### config.mk
export PLATFORM = sky130hd
export DESIGN_NAME = hit_resolver
export DESIGN_NICKNAME = d
export VERILOG_FILES = /design/src/rtl/hit_resolver_pkg.sv /design/src/rtl/stun_tracker.sv /design/src/rtl/hit_resolver.sv
export SDC_FILE = /design/constraint.sdc
export NUM_CORES = 1
export LEC_CHECK = 0
export ABC_AREA = 1
export ABC_CLOCK_PERIOD_IN_PS = 2000
export CORE_MARGIN = 4
export CORE_UTILIZATION = 56
export DETAILED_ROUTE_END_ITERATION = 10
export GPL_TIMING_DRIVEN = 0
export HOLD_SLACK_MARGIN = 0.05
export PLACE_DENSITY = 0.83
export SKIP_LAST_GASP = 1
export SLEW_MARGIN = 40
export SYNTH_ARGS = -nofsm -noshare
export SYNTH_HDL_FRONTEND = slang
export SYNTH_SLANG_ARGS = --single-unit
### constraint.sdc
create_clock -name clk -period 2 [get_ports clk]
set_input_delay 0.4 -clock clk [delete_from_list [all_inputs] [get_ports clk]]
set_output_delay 0.4 -clock clk [all_outputs]
set_load 0.1 [all_outputs]
### src/rtl/hit_resolver_pkg.sv
`default_nettype none
// ============================================================================
//  Module      : hit_resolver_pkg
//  Description : Shared game encodings for the hit resolver. Holds the
//                stunmode codes from hit detection, the winner codes, and
//                the health/timer widths.
//  Revision    : 1.0 - initial release
// ============================================================================
package hit_resolver_pkg;

    localparam int HEALTH_W = 3;
    localparam int TIMER_W  = 6;

    // Stunmode codes driven by combinational hit detection
    localparam logic [1:0] STUN_NEUTRAL = 2'b00;
    localparam logic [1:0] STUN_HIT     = 2'b01;
    localparam logic [1:0] STUN_BLOCK   = 2'b10;
    localparam logic [1:0] STUN_WHIFF   = 2'b11;

    // Winner codes; bit 1 = P1 was knocked out, bit 0 = P2 was knocked out
    localparam logic [1:0] WIN_NONE = 2'b00;
    localparam logic [1:0] WIN_P1   = 2'b01;
    localparam logic [1:0] WIN_P2   = 2'b10;
    localparam logic [1:0] WIN_DRAW = 2'b11;

    // Decrement that sticks at zero
    function automatic logic [HEALTH_W-1:0] health_sat_dec(
        input logic [HEALTH_W-1:0] value
    );
        return (value == '0) ? value : value - HEALTH_W'(1);
    endfunction

    function automatic logic [TIMER_W-1:0] timer_sat_dec(
        input logic [TIMER_W-1:0] value
    );
        return (value == '0) ? value : value - TIMER_W'(1);
    endfunction

endpackage : hit_resolver_pkg
`default_nettype wire

### src/rtl/stun_tracker.sv
`default_nettype none
// ============================================================================
//  Module      : stun_tracker
//  Description : Per-player hit bookkeeping. Edge-detects new hits/blocks on
//                the stunmode code, keeps the health counter and the
//                hitstun/blockstun frame timers.
//  Ports       : clk, rst          - clock, synchronous active-high reset
//                clear_i           - round restart (same effect as rst)
//                tick_i            - frame tick (already masked by clear_i)
//                frozen_i          - game over: ignore events, freeze health
//                stunmode_i        - 2-bit stunmode code from hit detection
//                health_o          - registered health
//                hitstun_o         - hitstun timer nonzero
//                blockstun_o       - blockstun timer nonzero
//                ko_o              - health becomes 0 on this tick (comb.)
//  Macro       : CHIP_DAMAGE_EN - blocked hits cost 1 health while health > 1
//  Revision    : 1.0 - initial release
// ============================================================================
module stun_tracker
    import hit_resolver_pkg::*;
#(
    parameter int HEALTH_MAX       = 3,
    parameter int HITSTUN_FRAMES   = 20,
    parameter int BLOCKSTUN_FRAMES = 12
) (
    input  logic                clk,
    input  logic                rst,
    input  logic                clear_i,
    input  logic                tick_i,
    input  logic                frozen_i,
    input  logic [1:0]          stunmode_i,
    output logic [HEALTH_W-1:0] health_o,
    output logic                hitstun_o,
    output logic                blockstun_o,
    output logic                ko_o
);

    localparam logic [HEALTH_W-1:0] c_health_max = HEALTH_W'(HEALTH_MAX);
    localparam logic [TIMER_W-1:0]  c_hit_load   = TIMER_W'(HITSTUN_FRAMES);
    localparam logic [TIMER_W-1:0]  c_blk_load   = TIMER_W'(BLOCKSTUN_FRAMES);

    logic [1:0]          prev_q,   prev_d;
    logic [HEALTH_W-1:0] health_q, health_d;
    logic [TIMER_W-1:0]  hit_q,    hit_d;
    logic [TIMER_W-1:0]  blk_q,    blk_d;

    logic new_hit;
    logic new_block;

    // An attack spans several frames with the same code; only the first
    // frame of a run counts as an event.
    assign new_hit   = tick_i && !frozen_i &&
                       (stunmode_i == STUN_HIT)   && (prev_q != STUN_HIT);
    assign new_block = tick_i && !frozen_i &&
                       (stunmode_i == STUN_BLOCK) && (prev_q != STUN_BLOCK);

    always_comb begin
        prev_d   = prev_q;
        health_d = health_q;
        hit_d    = hit_q;
        blk_d    = blk_q;
        if (clear_i) begin
            prev_d   = STUN_NEUTRAL;
            health_d = c_health_max;
            hit_d    = '0;
            blk_d    = '0;
        end else if (tick_i) begin
            // prev keeps tracking even after game over
            prev_d = stunmode_i;
            if (new_hit) begin
                health_d = health_sat_dec(health_q);
                hit_d    = c_hit_load;
                blk_d    = '0;
            end else if (new_block) begin
                blk_d = c_blk_load;
`ifdef CHIP_DAMAGE_EN
                // Chip damage may never deliver the knockout
                if (health_q > HEALTH_W'(1)) begin
                    health_d = health_q - HEALTH_W'(1);
                end
`else
                // Blocked hits are free: health untouched
`endif
            end else begin
                hit_d = timer_sat_dec(hit_q);
                blk_d = timer_sat_dec(blk_q);
            end
        end
    end

    always_ff @(posedge clk) begin
        if (rst) begin
            prev_q   <= STUN_NEUTRAL;
            health_q <= c_health_max;
            hit_q    <= '0;
            blk_q    <= '0;
        end else begin
            prev_q   <= prev_d;
            health_q <= health_d;
            hit_q    <= hit_d;
            blk_q    <= blk_d;
        end
    end

    assign health_o    = health_q;
    assign hitstun_o   = (hit_q != '0);
    assign blockstun_o = (blk_q != '0);
    assign ko_o        = tick_i && !clear_i && !frozen_i && (health_d == '0);

endmodule : stun_tracker
`default_nettype wire

### src/rtl/hit_resolver.sv
`default_nettype none
// ============================================================================
//  Module      : hit_resolver
//  Description : Per-frame damage and stun bookkeeping for both players.
//                Two stun_tracker instances run in parallel; this level holds
//                the game-over/winner latch and the restart priority
//                (rst > round_restart > frame_tick).
//  Ports       : clk, rst                 - clock, sync active-high reset
//                frame_tick               - one pulse per game frame
//                round_restart            - reload health, clear everything
//                p1_stunmode, p2_stunmode - stunmode codes from hit detection
//                p1_health, p2_health     - current health
//                p1/p2_hitstun            - hitstun timer nonzero
//                p1/p2_blockstun          - blockstun timer nonzero
//                game_over                - latched once any health hits 0
//                winner                   - 01 P1, 10 P2, 11 draw
//  Macro       : CHIP_DAMAGE_EN - blocked hits cost 1 health while health > 1
//  Revision    : 1.0 - initial release
// ============================================================================
module hit_resolver
    import hit_resolver_pkg::*;
#(
    parameter int HEALTH_MAX       = 3,
    parameter int HITSTUN_FRAMES   = 20,
    parameter int BLOCKSTUN_FRAMES = 12
) (
    input  logic                clk,
    input  logic                rst,
    input  logic                frame_tick,
    input  logic                round_restart,
    input  logic [1:0]          p1_stunmode,
    input  logic [1:0]          p2_stunmode,
    output logic [HEALTH_W-1:0] p1_health,
    output logic [HEALTH_W-1:0] p2_health,
    output logic                p1_hitstun,
    output logic                p1_blockstun,
    output logic                p2_hitstun,
    output logic                p2_blockstun,
    output logic                game_over,
    output logic [1:0]          winner
);

    logic       tick;
    logic       p1_ko;
    logic       p2_ko;
    logic       game_over_q, game_over_d;
    logic [1:0] winner_q,    winner_d;

    // A restart on a tick cycle swallows the tick entirely
    assign tick = frame_tick && !round_restart;

    stun_tracker #(
        .HEALTH_MAX       (HEALTH_MAX),
        .HITSTUN_FRAMES   (HITSTUN_FRAMES),
        .BLOCKSTUN_FRAMES (BLOCKSTUN_FRAMES)
    ) u_p1_tracker (
        .clk         (clk),
        .rst         (rst),
        .clear_i     (round_restart),
        .tick_i      (tick),
        .frozen_i    (game_over_q),
        .stunmode_i  (p1_stunmode),
        .health_o    (p1_health),
        .hitstun_o   (p1_hitstun),
        .blockstun_o (p1_blockstun),
        .ko_o        (p1_ko)
    );

    stun_tracker #(
        .HEALTH_MAX       (HEALTH_MAX),
        .HITSTUN_FRAMES   (HITSTUN_FRAMES),
        .BLOCKSTUN_FRAMES (BLOCKSTUN_FRAMES)
    ) u_p2_tracker (
        .clk         (clk),
        .rst         (rst),
        .clear_i     (round_restart),
        .tick_i      (tick),
        .frozen_i    (game_over_q),
        .stunmode_i  (p2_stunmode),
        .health_o    (p2_health),
        .hitstun_o   (p2_hitstun),
        .blockstun_o (p2_blockstun),
        .ko_o        (p2_ko)
    );

    always_comb begin
        game_over_d = game_over_q;
        winner_d    = winner_q;
        if (round_restart) begin
            game_over_d = 1'b0;
            winner_d    = WIN_NONE;
        end else if (!game_over_q && (p1_ko || p2_ko)) begin
            // ko flags are already qualified by the tick.
            // Winner bit 1 = P1 KO'd, bit 0 = P2 KO'd; both set gives a draw.
            game_over_d = 1'b1;
            winner_d    = {p1_ko, p2_ko};
        end
    end

    always_ff @(posedge clk) begin
        if (rst) begin
            game_over_q <= 1'b0;
            winner_q    <= WIN_NONE;
        end else begin
            game_over_q <= game_over_d;
            winner_q    <= winner_d;
        end
    end

    assign game_over = game_over_q;
    assign winner    = winner_q;

endmodule : hit_resolver
`default_nettype wire

# [Word level (Yosys, flattened, before mapping)]
# Index checks and enable logic that the tools add are counted.
[classes] add_sub_neg=6 eq_ne=14 mux=20 reduce_logical=35
[op_table] operator="6-bit 2-to-1 mux" n=12
[op_table] operator="6-bit logical NOT" n=4
[op_table] operator="3-bit 2-to-1 mux" n=8
[op_table] operator="6-bit nonzero test" n=4
[op_table] operator="6-bit by 1-bit subtractor with 6-bit output, second input constant" n=4
[op_table] operator="1-bit logical AND" n=15
[op_table] operator="3-bit logical NOT" n=4
[op_table] operator="2-bit by 1-bit != test with 1-bit output, second input constant" n=6
[op_table] operator="3-bit by 1-bit != test with 1-bit output, second input constant" n=2
[op_table] operator="3-bit AND reduction" n=2
[op_table] operator="3-bit by 1-bit subtractor with 3-bit output, second input constant" n=2
[op_table] operator="2-bit by 1-bit equality test with 1-bit output, second input constant" n=2
[op_table] operator="2-bit equality test, second input constant" n=2
[op_table] operator="2-bit != test, second input constant" n=2
[op_table] operator="2-bit AND reduction" n=2
[op_table] operator="1-bit logical NOT" n=2
[op_table] operator="2-bit OR reduction" n=1
[op_table] operator="1-bit logical OR" n=1
[totals] register_bits=37 in_bits=8 out_inout_bits=13 wordCells=85

# [Longest topological paths before layout]
# Gate-level depths: netlist of the first run.
[logic_depth] word_depth=12 ltp_mapped=13 depth_no_buf=13

# [By module]
# Synthesis of the first run repeated with hierarchy kept, for this count alone.
[unflattened] cells_unflattened=336 area_unflattened_um2=2332.2
[by_module_without_submodules] mod="stun_tracker" n_inst=2 cells_per_inst=159 area_per_inst_um2=1097.3 seq_area_each_um2=340.3
[by_module_without_submodules] mod="hit_resolver" n_inst=1 cells_per_inst=18 area_per_inst_um2=137.6 seq_area_each_um2=60.1

# [Least setup slack after synthesis of the first run]
# OpenSTA, ideal clock, no wires.
[synth_path] path_type="register to register" from="register u_p1_tracker.blk_q[0]" to="register u_p1_tracker.blk_q[1]" setup_time_ns=0.128 arrival_ns=2.261 t_required_ns=1.872 setup_slack_ns=-0.389 path_stages_with_launch=10 path_buffers=0 synth_period_minus_slack_ns=2.389 path_cell_list="dfxtp_1 inv_1 ha_1 nand2_1 nor2_1 nand3_1 nand2_1 nand2_2 o21ai_0 nor2_1"
[synth_between] elab_chain_len=4 word_cells_on_any_way=7 cone_classes="1 x add/sub; 1 x eq/ne; 3 x mux; 2 x reduce/logical"
[synth_lines] element="start, declared" line_no="stun_tracker.sv:45" source="logic [TIMER_W-1:0] blk_q, blk_d;"
[synth_lines] element="start signal, assigned" line_no="stun_tracker.sv:101" source="blk_q <= blk_d;"
[synth_lines] element="6-bit by 1-bit subtractor with 6-bit output" line_no="hit_resolver_pkg.sv:36" source="return (value == '0) ? value : value - TIMER_W'(1);"
[synth_lines] element="6-bit 2-to-1 mux" line_no="hit_resolver_pkg.sv:36"
[synth_lines] element="6-bit 2-to-1 mux" line_no="stun_tracker.sv:74" source="end else if (new_block) begin"
[synth_lines] element="6-bit 2-to-1 mux" line_no="stun_tracker.sv:70" source="if (new_hit) begin"
# Parallel ways exist; a longest one is shown, timed or not. The select of a mux whose other input is x is not followed.
# A chain may end at the register's enable or synchronous reset.

# [Final worst setup path of the first run]
[layout_path] from="register u_p2_tracker.hit_q[0]" to="output p2_hitstun"
[layout_between] elab_chain_len=1
[layout_lines] element="start, declared" line_no="stun_tracker.sv:44" source="logic [TIMER_W-1:0] hit_q, hit_d;"
[layout_lines] element="start signal, assigned" line_no="stun_tracker.sv:100" source="hit_q <= hit_d;"
[layout_lines] element="6-bit nonzero test" line_no="stun_tracker.sv:106" source="assign hitstun_o = (hit_q != '0);"
[layout_lines] element="end, declared" line_no="hit_resolver.sv:37" source="output logic p2_hitstun,"
# Every way passes these cells.

==> results.tsv, run 1 <==
stage	metric	value	unit
status	status	completed	
grt	GRT Total Usage	18.9	%
timing	Slew @ Worst Pin	0.581	ns
routing	Total Routed Length	4190	um
die	Die Wd	69.6	um
critical_path	RR Endpoint	u_p2_tracker.blk_q[5]$_SDFFE_PP0P_	
critical_path	Crit. End Element	output pin	
synth	synthesized area per cell	6.89	um^2
clock_tree	CTS Buf Count	5	
synth	ys async rst share	0	%
timing	fmax	0.526	GHz
routing	first-pass iteration count of the detailed router	4	
critical_path	reg2reg start	u_p2_tracker.blk_q[0]$_SDFFE_PP0P_	
routing	via count	1972	
timing	Worst Slack Setup Final	0.0988	ns
placement	input/output buffers	20	
power_and_ir_drop	Pwr Total	1640	uW
critical_path	Critical Path AT	1.50	ns
critical_path	FF-to-FF setup slack	0.46	ns
hold_path	hold path depth	2	
synth	Seq/Total Area, Yosys	34.9	%
synth	Synth Warn #	0	
routing	routed vias/inst	5.15	
grt	GR Overflow Total	0	
timing	Final period util	95.1	%
critical_path	Setup crit start kind	flop	
final_layout	commonest non-fill, non-tap cell in the layout	nand2_1	
routing	DRT iter0 DRCs	74	
run	Max-Cap Viols	0	
die	Site Rows	22	
timing	final-report setup violation count	0	
grt	vias in the first global route	1830	
grt	largest net degree at the start of global routing	11	
final_layout	Layout Area Growth over Synthesis	14.7	%
die	Initial Util	58.0	%
placement	placed insts	376	
grt	first-pass GRT wire length	7530	um
die	I/O pins	21	
die	Die ar.	0.00484	mm^2
timing	skew final	0.00203	ns
critical_path	crit path kind	flop to output pin	
synth	Yosys reg bits	37	
critical_path	worst r2r path cells	10	
die	core area	0.00366	mm^2
grt	initial antenna violation count	0	
routing	WL/cell	10.9	um
placement	Final Wtd Congestion	0.872	
synth	Mapped Area	0.00212	mm^2
hold_path	Hold Startpoint	u_p2_tracker.blk_q[0]$_SDFFE_PP0P_	
clock_tree	Max H-tree Level	2	
final_layout	commonest non-fill, non-tap cells in the layout	nand2_1, inv_1, nor2_1	
clock_tree	Clock Tree Buf Depth	2	
clock_tree	Post-CTS Setup Bufs	0	
synth	Synth Net Count	324	
synth	Gate Count Post-Synth	308	
routing	DRC viols	0	
clock_tree	Worst-path clk slew	0.06	ns
final_layout	share of layout cells above drive strength 1	16.4	%
clock_tree	clk_lat worst skew	0.29	ns
hold_path	Tightest Hold Check Type	flop to flop	
power_and_ir_drop	Lkg Pwr	0.00116	uW
power_and_ir_drop	VDD IR max	317	uV
routing	ANT nets after route	0	
die	die height	69.6	um
clock_tree	clock tree from TritonCTS	done	
timing	Rel. slew slack	61.3	%
final_layout	fin cells	383	
timing	final hold vios	0	
synth	EDFF count, synth	0	
critical_path	crit-path max FO	3	
power_and_ir_drop	pwr/cell area	673	mW/mm^2
hold_path	hold worst-path end	u_p2_tracker.blk_q[0]$_SDFFE_PP0P_	
final_layout	ant diodes	0	
timing	Final Max Tran Viols	0	
timing	min Tclk post-route	1.90	ns
placement	Post-DP HPWL	3230	um
clock_tree	Root Buffer	clkbuf_8	
placement	worst setup slack after placement	-0.243	ns
synth	most common flop cell mapped by yosys	dfxtp_1	
final_layout	Final nets	351	
timing	RSZ-0062 raised after global routing	false	
clock_tree	CTS sink cnt	37	
synth	Netlist cell types	27	
critical_path	CP Data Required Time	1.60	ns
## synth_stat cells (all sizes together) (2+ instances only)
cell / count / area, um^2
dfxtp: 37 / 741
xor2: 10 / 87.6
o21a: 3 / 22.5
clkinv: 2 / 7.51
nand3: 39 / 235
clkbuf: 2 / 7.51
nor2: 41 / 179
nand2: 77 / 304
a211oi: 2 / 15.0
nor3: 6 / 30.0
o21ai: 9 / 45.0
inv: 38 / 143
ha: 8 / 100
or2: 6 / 37.5
a21oi: 23 / 115
buf: 2 / 16.3
## per-layer routing
layer	wire (um)	share of wire (%)	global-route usage [%]
met4	29	0.69	6.29
met1	1970	47	23.1
met5	0	0	0
met3	209	5.0	5.80
met2	1980	47	31.5
## area by class of cell
| cell class | count | area [um^2] |
|---|---|---|
| Multi-Input combinational cell | 227 | 1230 |
| Fill cell | 337 | 1230 |
| Sequential cell | 37 | 747 |
| Inverter | 40 | 150 |
| Timing Repair Buffer | 20 | 140 |
| Clock buffer | 7 | 86.3 |
| Tap cell | 48 | 60.1 |
| Buffer | 4 | 23.8 |
## flip-flops by register name, indices dropped and copies added, names as in the netlist, 3 cells and up
register and cells:
u_p2_tracker.health_o 3, u_p1_tracker.blk_q 6, u_p2_tracker.hit_q 6, u_p2_tracker.blk_q 6, u_p1_tracker.hit_q 6, u_p1_tracker.health_o 3
## power breakdown
| part | internal [uW] | switching [uW] |
|---|---|---|
| combinational | 99.3 | 253 |
| sequential | 758 | 15.6 |
| clock | 273 | 242 |
## through the flow
stage / TNS, ns / hold slack (ns) / utilization, % / instance area, um^2
global route: 0 / 0.486 / 66.5 / 2430
floorplan: -0.00786 / 0.439 / - / 2150
CTS: 0 / 0.470 / 66.3 / 2430
finish: 0 / 0.466 / 66.5 / 2430
global placement: -3.81 / 0.450 / 65.7 / 2410
detailed placement: -2.75 / 0.460 / 63.9 / 2340
## worst max-delay path by stage
| stage | from | endpoint | slack [ns] | cells after the start |
|---|---|---|---|---|
| 2_1_floorplan | u_p1_tracker.blk_q[0]$_SDFFE_PP0P_ | u_p1_tracker.blk_q[1]$_SDFFE_PP0P_ | -0.008 | 9 |
| 3_3_place_gp | u_p2_tracker.blk_q[0]$_SDFFE_PP0P_ | p2_blockstun | -0.33 | 6 |
| 3_5_place_dp | rst | u_p1_tracker.hit_q[3]$_SDFFE_PP0P_ | -0.24 | 5 |
| 4_1_cts | u_p2_tracker.blk_q[0]$_SDFFE_PP0P_ | p2_blockstun | 0.05 | 6 |
| 5_1_grt | u_p2_tracker.hit_q[0]$_SDFFE_PP0P_ | p2_hitstun | 0.008 | 4 |
| 6_report | u_p2_tracker.hit_q[0]$_SDFFE_PP0P_ | p2_hitstun | 0.1 | 4 |
## kinds of logic (layout without fill, tap and decap cells)
| kind of cell | Yosys count | in the layout | synth area share [%] |
|---|---|---|---|
| adder cells (fa/ha/maj) | 8 | 8 | 4.72 |
| XOR/XNOR | 10 | 10 | 4.13 |
| AO/OA/AOI/OAI | 38 | 38 | 9.67 |
| buffers and inverters | 44 | 71 | 8.20 |
| flip-flops | 37 | 37 | 34.9 |
| AND/OR/NAND/NOR | 171 | 171 | 38.4 |
## critical path, cell delays in order (launching register included)
cell	delay, ns
dfxtp_1	0.34
inv_1	0.07
ha_1	0.25
nand3_2	0.12
buf_2	0.44
## repair_timing
action                                  in CTS  in global routing
endpoints found under the setup margin       0                 12
gates resized for setup                      0                  5
hold buffers                                 0                  0
(Power assumes the default switching activity.)
==> run 2: changes to the inputs <==
--- a/config.mk
+++ b/config.mk
@@ -12,6 +12,7 @@
 export DETAILED_ROUTE_END_ITERATION = 10
 export GPL_TIMING_DRIVEN = 0
 export HOLD_SLACK_MARGIN = 0.05
+export MAX_ROUTING_LAYER = met4
 export PLACE_DENSITY = 0.83
 export SKIP_LAST_GASP = 1
 export SLEW_MARGIN = 40
==> results.tsv, run 2 (same netlist as run 1, synthesis figures left out) <==
stage	metric	value	unit
clock_tree	Post-CTS Setup Bufs	0	
timing	Rel. slew slack	61.3	%
die	Initial Util	58.0	%
placement	Final Wtd Congestion	0.886	
critical_path	CP Data Required Time	1.60	ns
grt	largest net degree at the start of global routing	11	
power_and_ir_drop	Pwr Total	1640	uW
timing	final hold vios	0	
clock_tree	Clock Tree Buf Depth	2	
grt	vias in the first global route	1830	
timing	final-report setup violation count	0	
final_layout	fillers	337	
power_and_ir_drop	Lkg Pwr	0.00116	uW
routing	via count	1971	
clock_tree	Max H-tree Level	2	
routing	ANT nets after route	0	
power_and_ir_drop	VDD IR max	317	uV
clock_tree	Root Buffer	clkbuf_8	
status	status	completed	
timing	min Tclk post-route	1.90	ns
clock_tree	clock tree from TritonCTS	done	
timing	skew final	0.00205	ns
power_and_ir_drop	Clk pwr share	31.5	%
final_layout	share of layout cells above drive strength 1	16.4	%
critical_path	Crit. End Element	output pin	
die	I/O pins	21	
final_layout	Reg area	747	um^2
routing	DRT iter0 DRCs	74	
critical_path	Setup crit start kind	flop	
final_layout	ant diodes	0	
clock_tree	clk_lat worst skew	0.29	ns
critical_path	crit-path max FO	3	
final_layout	Layout Area Growth over Synthesis	14.7	%
timing	RSZ-0062 raised after global routing	false	
hold_path	Tightest Hold Check Type	flop to flop	
grt	first-pass GRT wire length	7530	um
run	Max-Cap Viols	0	
power_and_ir_drop	Seq pwr share	47.1	%
power_and_ir_drop	switching share of power	31.2	%
timing	fmax	0.525	GHz
die	Die ar.	0.00484	mm^2
die	core area	0.00366	mm^2
power_and_ir_drop	net load switching power	512	uW
routing	routed vias/inst	5.15	
power_and_ir_drop	Combinational Power Share	21.4	%
power_and_ir_drop	Pint	1130	uW
final_layout	finished layout cell area	0.00243	mm^2
routing	first-pass iteration count of the detailed router	4	
clock_tree	CTS Buf Count	5	
grt	GRT Total Usage	19.4	%
grt	GR Overflow Total	0	
power_and_ir_drop	pwr/cell area	674	mW/mm^2
final_layout	commonest non-fill, non-tap cell in the layout	nand2_1	
final_layout	commonest non-fill, non-tap cells in the layout	nand2_1, inv_1, nor2_1	
clock_tree	Worst-path clk slew	0.06	ns
timing	Final Max Tran Viols	0	
timing	Slew @ Worst Pin	0.581	ns
final_layout	Final nets	351	
die	Site Rows	22	
timing	Final period util	95.2	%
final_layout	Finished Core Util	66.5	%
clock_tree	CTS sink cnt	37	
die	Die Wd	69.6	um
placement	dpl cell area	0.00234	mm^2
routing	DRC viols	0	
critical_path	crit path kind	flop to output pin	
die	die height	69.6	um
placement	Post-DP HPWL	3230	um
final_layout	multi-input logic area	0.00123	mm^2
routing	Total Routed Length	4200	um
grt	initial antenna violation count	0	
critical_path	Critical Path AT	1.50	ns
routing	WL/cell	11.0	um
placement	input/output buffers	20	
## run 2: through the flow
stage / worst slack [ns] / setup TNS [ns] / std cells / hold slack, ns
after global routing: 0.00795 / 0 / 383 / 0.486
after detailed placement: -0.243 / -2.75 / 376 / 0.460
after CTS: 0.0505 / 0 / 383 / 0.470
final: 0.0966 / 0 / 383 / 0.466
after floorplan: -0.00786 / -0.00786 / 308 / 0.439
after global placement: -0.334 / -3.81 / 376 / 0.450
## run 2: area by class of cell
cell class,count,share of cell area (%)
Multi-Input combinational cell,227,50.4
Timing Repair Buffer,20,5.76
Buffer,4,0.976
Clock buffer,7,3.55
Tap cell,48,2.47
Inverter,40,6.17
Sequential cell,37,30.7
## run 2: power groups by stage
stage               Sequential [uW]  Clock (uW)  Combinational, uW
finish                          773         517                352
floorplan                       798           0                268
detailed placement              789           0                347
global placement                789           0                357
global route                    775         569                387
CTS                             772         537                348
## run 2: final timing paths
kind	from	end	depth (start not counted)	slack, ns
worst max register to register	u_p2_tracker.blk_q[0]$_SDFFE_PP0P_	u_p2_tracker.blk_q[5]$_SDFFE_PP0P_	10	0.46
worst min-delay path	u_p2_tracker.blk_q[0]$_SDFFE_PP0P_	u_p2_tracker.blk_q[0]$_SDFFE_PP0P_	2	0.47
worst min register to register	u_p2_tracker.blk_q[0]$_SDFFE_PP0P_	u_p2_tracker.blk_q[0]$_SDFFE_PP0P_	2	0.47
worst max-delay path	u_p2_tracker.hit_q[0]$_SDFFE_PP0P_	p2_hitstun	4	0.1
## run 2: routing by layer
layer  part of all wire (%)  wire [um]  GRT usage, %  up-vias
met5                      0          0             -        -
met4                   0.67         28          6.29        0
met3                    4.9        206          5.65        4
met2                     47       1980          31.5       36
met1                     47       1980          23.2      893
li1                       -          -             -     1038
## run 2: worst max-delay path, stage by stage (launching register included)
cell	delay (ns)
dfxtp_1	0.34
inv_1	0.07
ha_1	0.25
nand3_2	0.12
buf_2	0.44
## run 2: what timing repair did
action                                  4_1_cts  5_1_grt
hold endpoints to repair                      0        0
hold buffers                                  0        0
resized for setup                             0        5
endpoints found under the setup margin        0       12
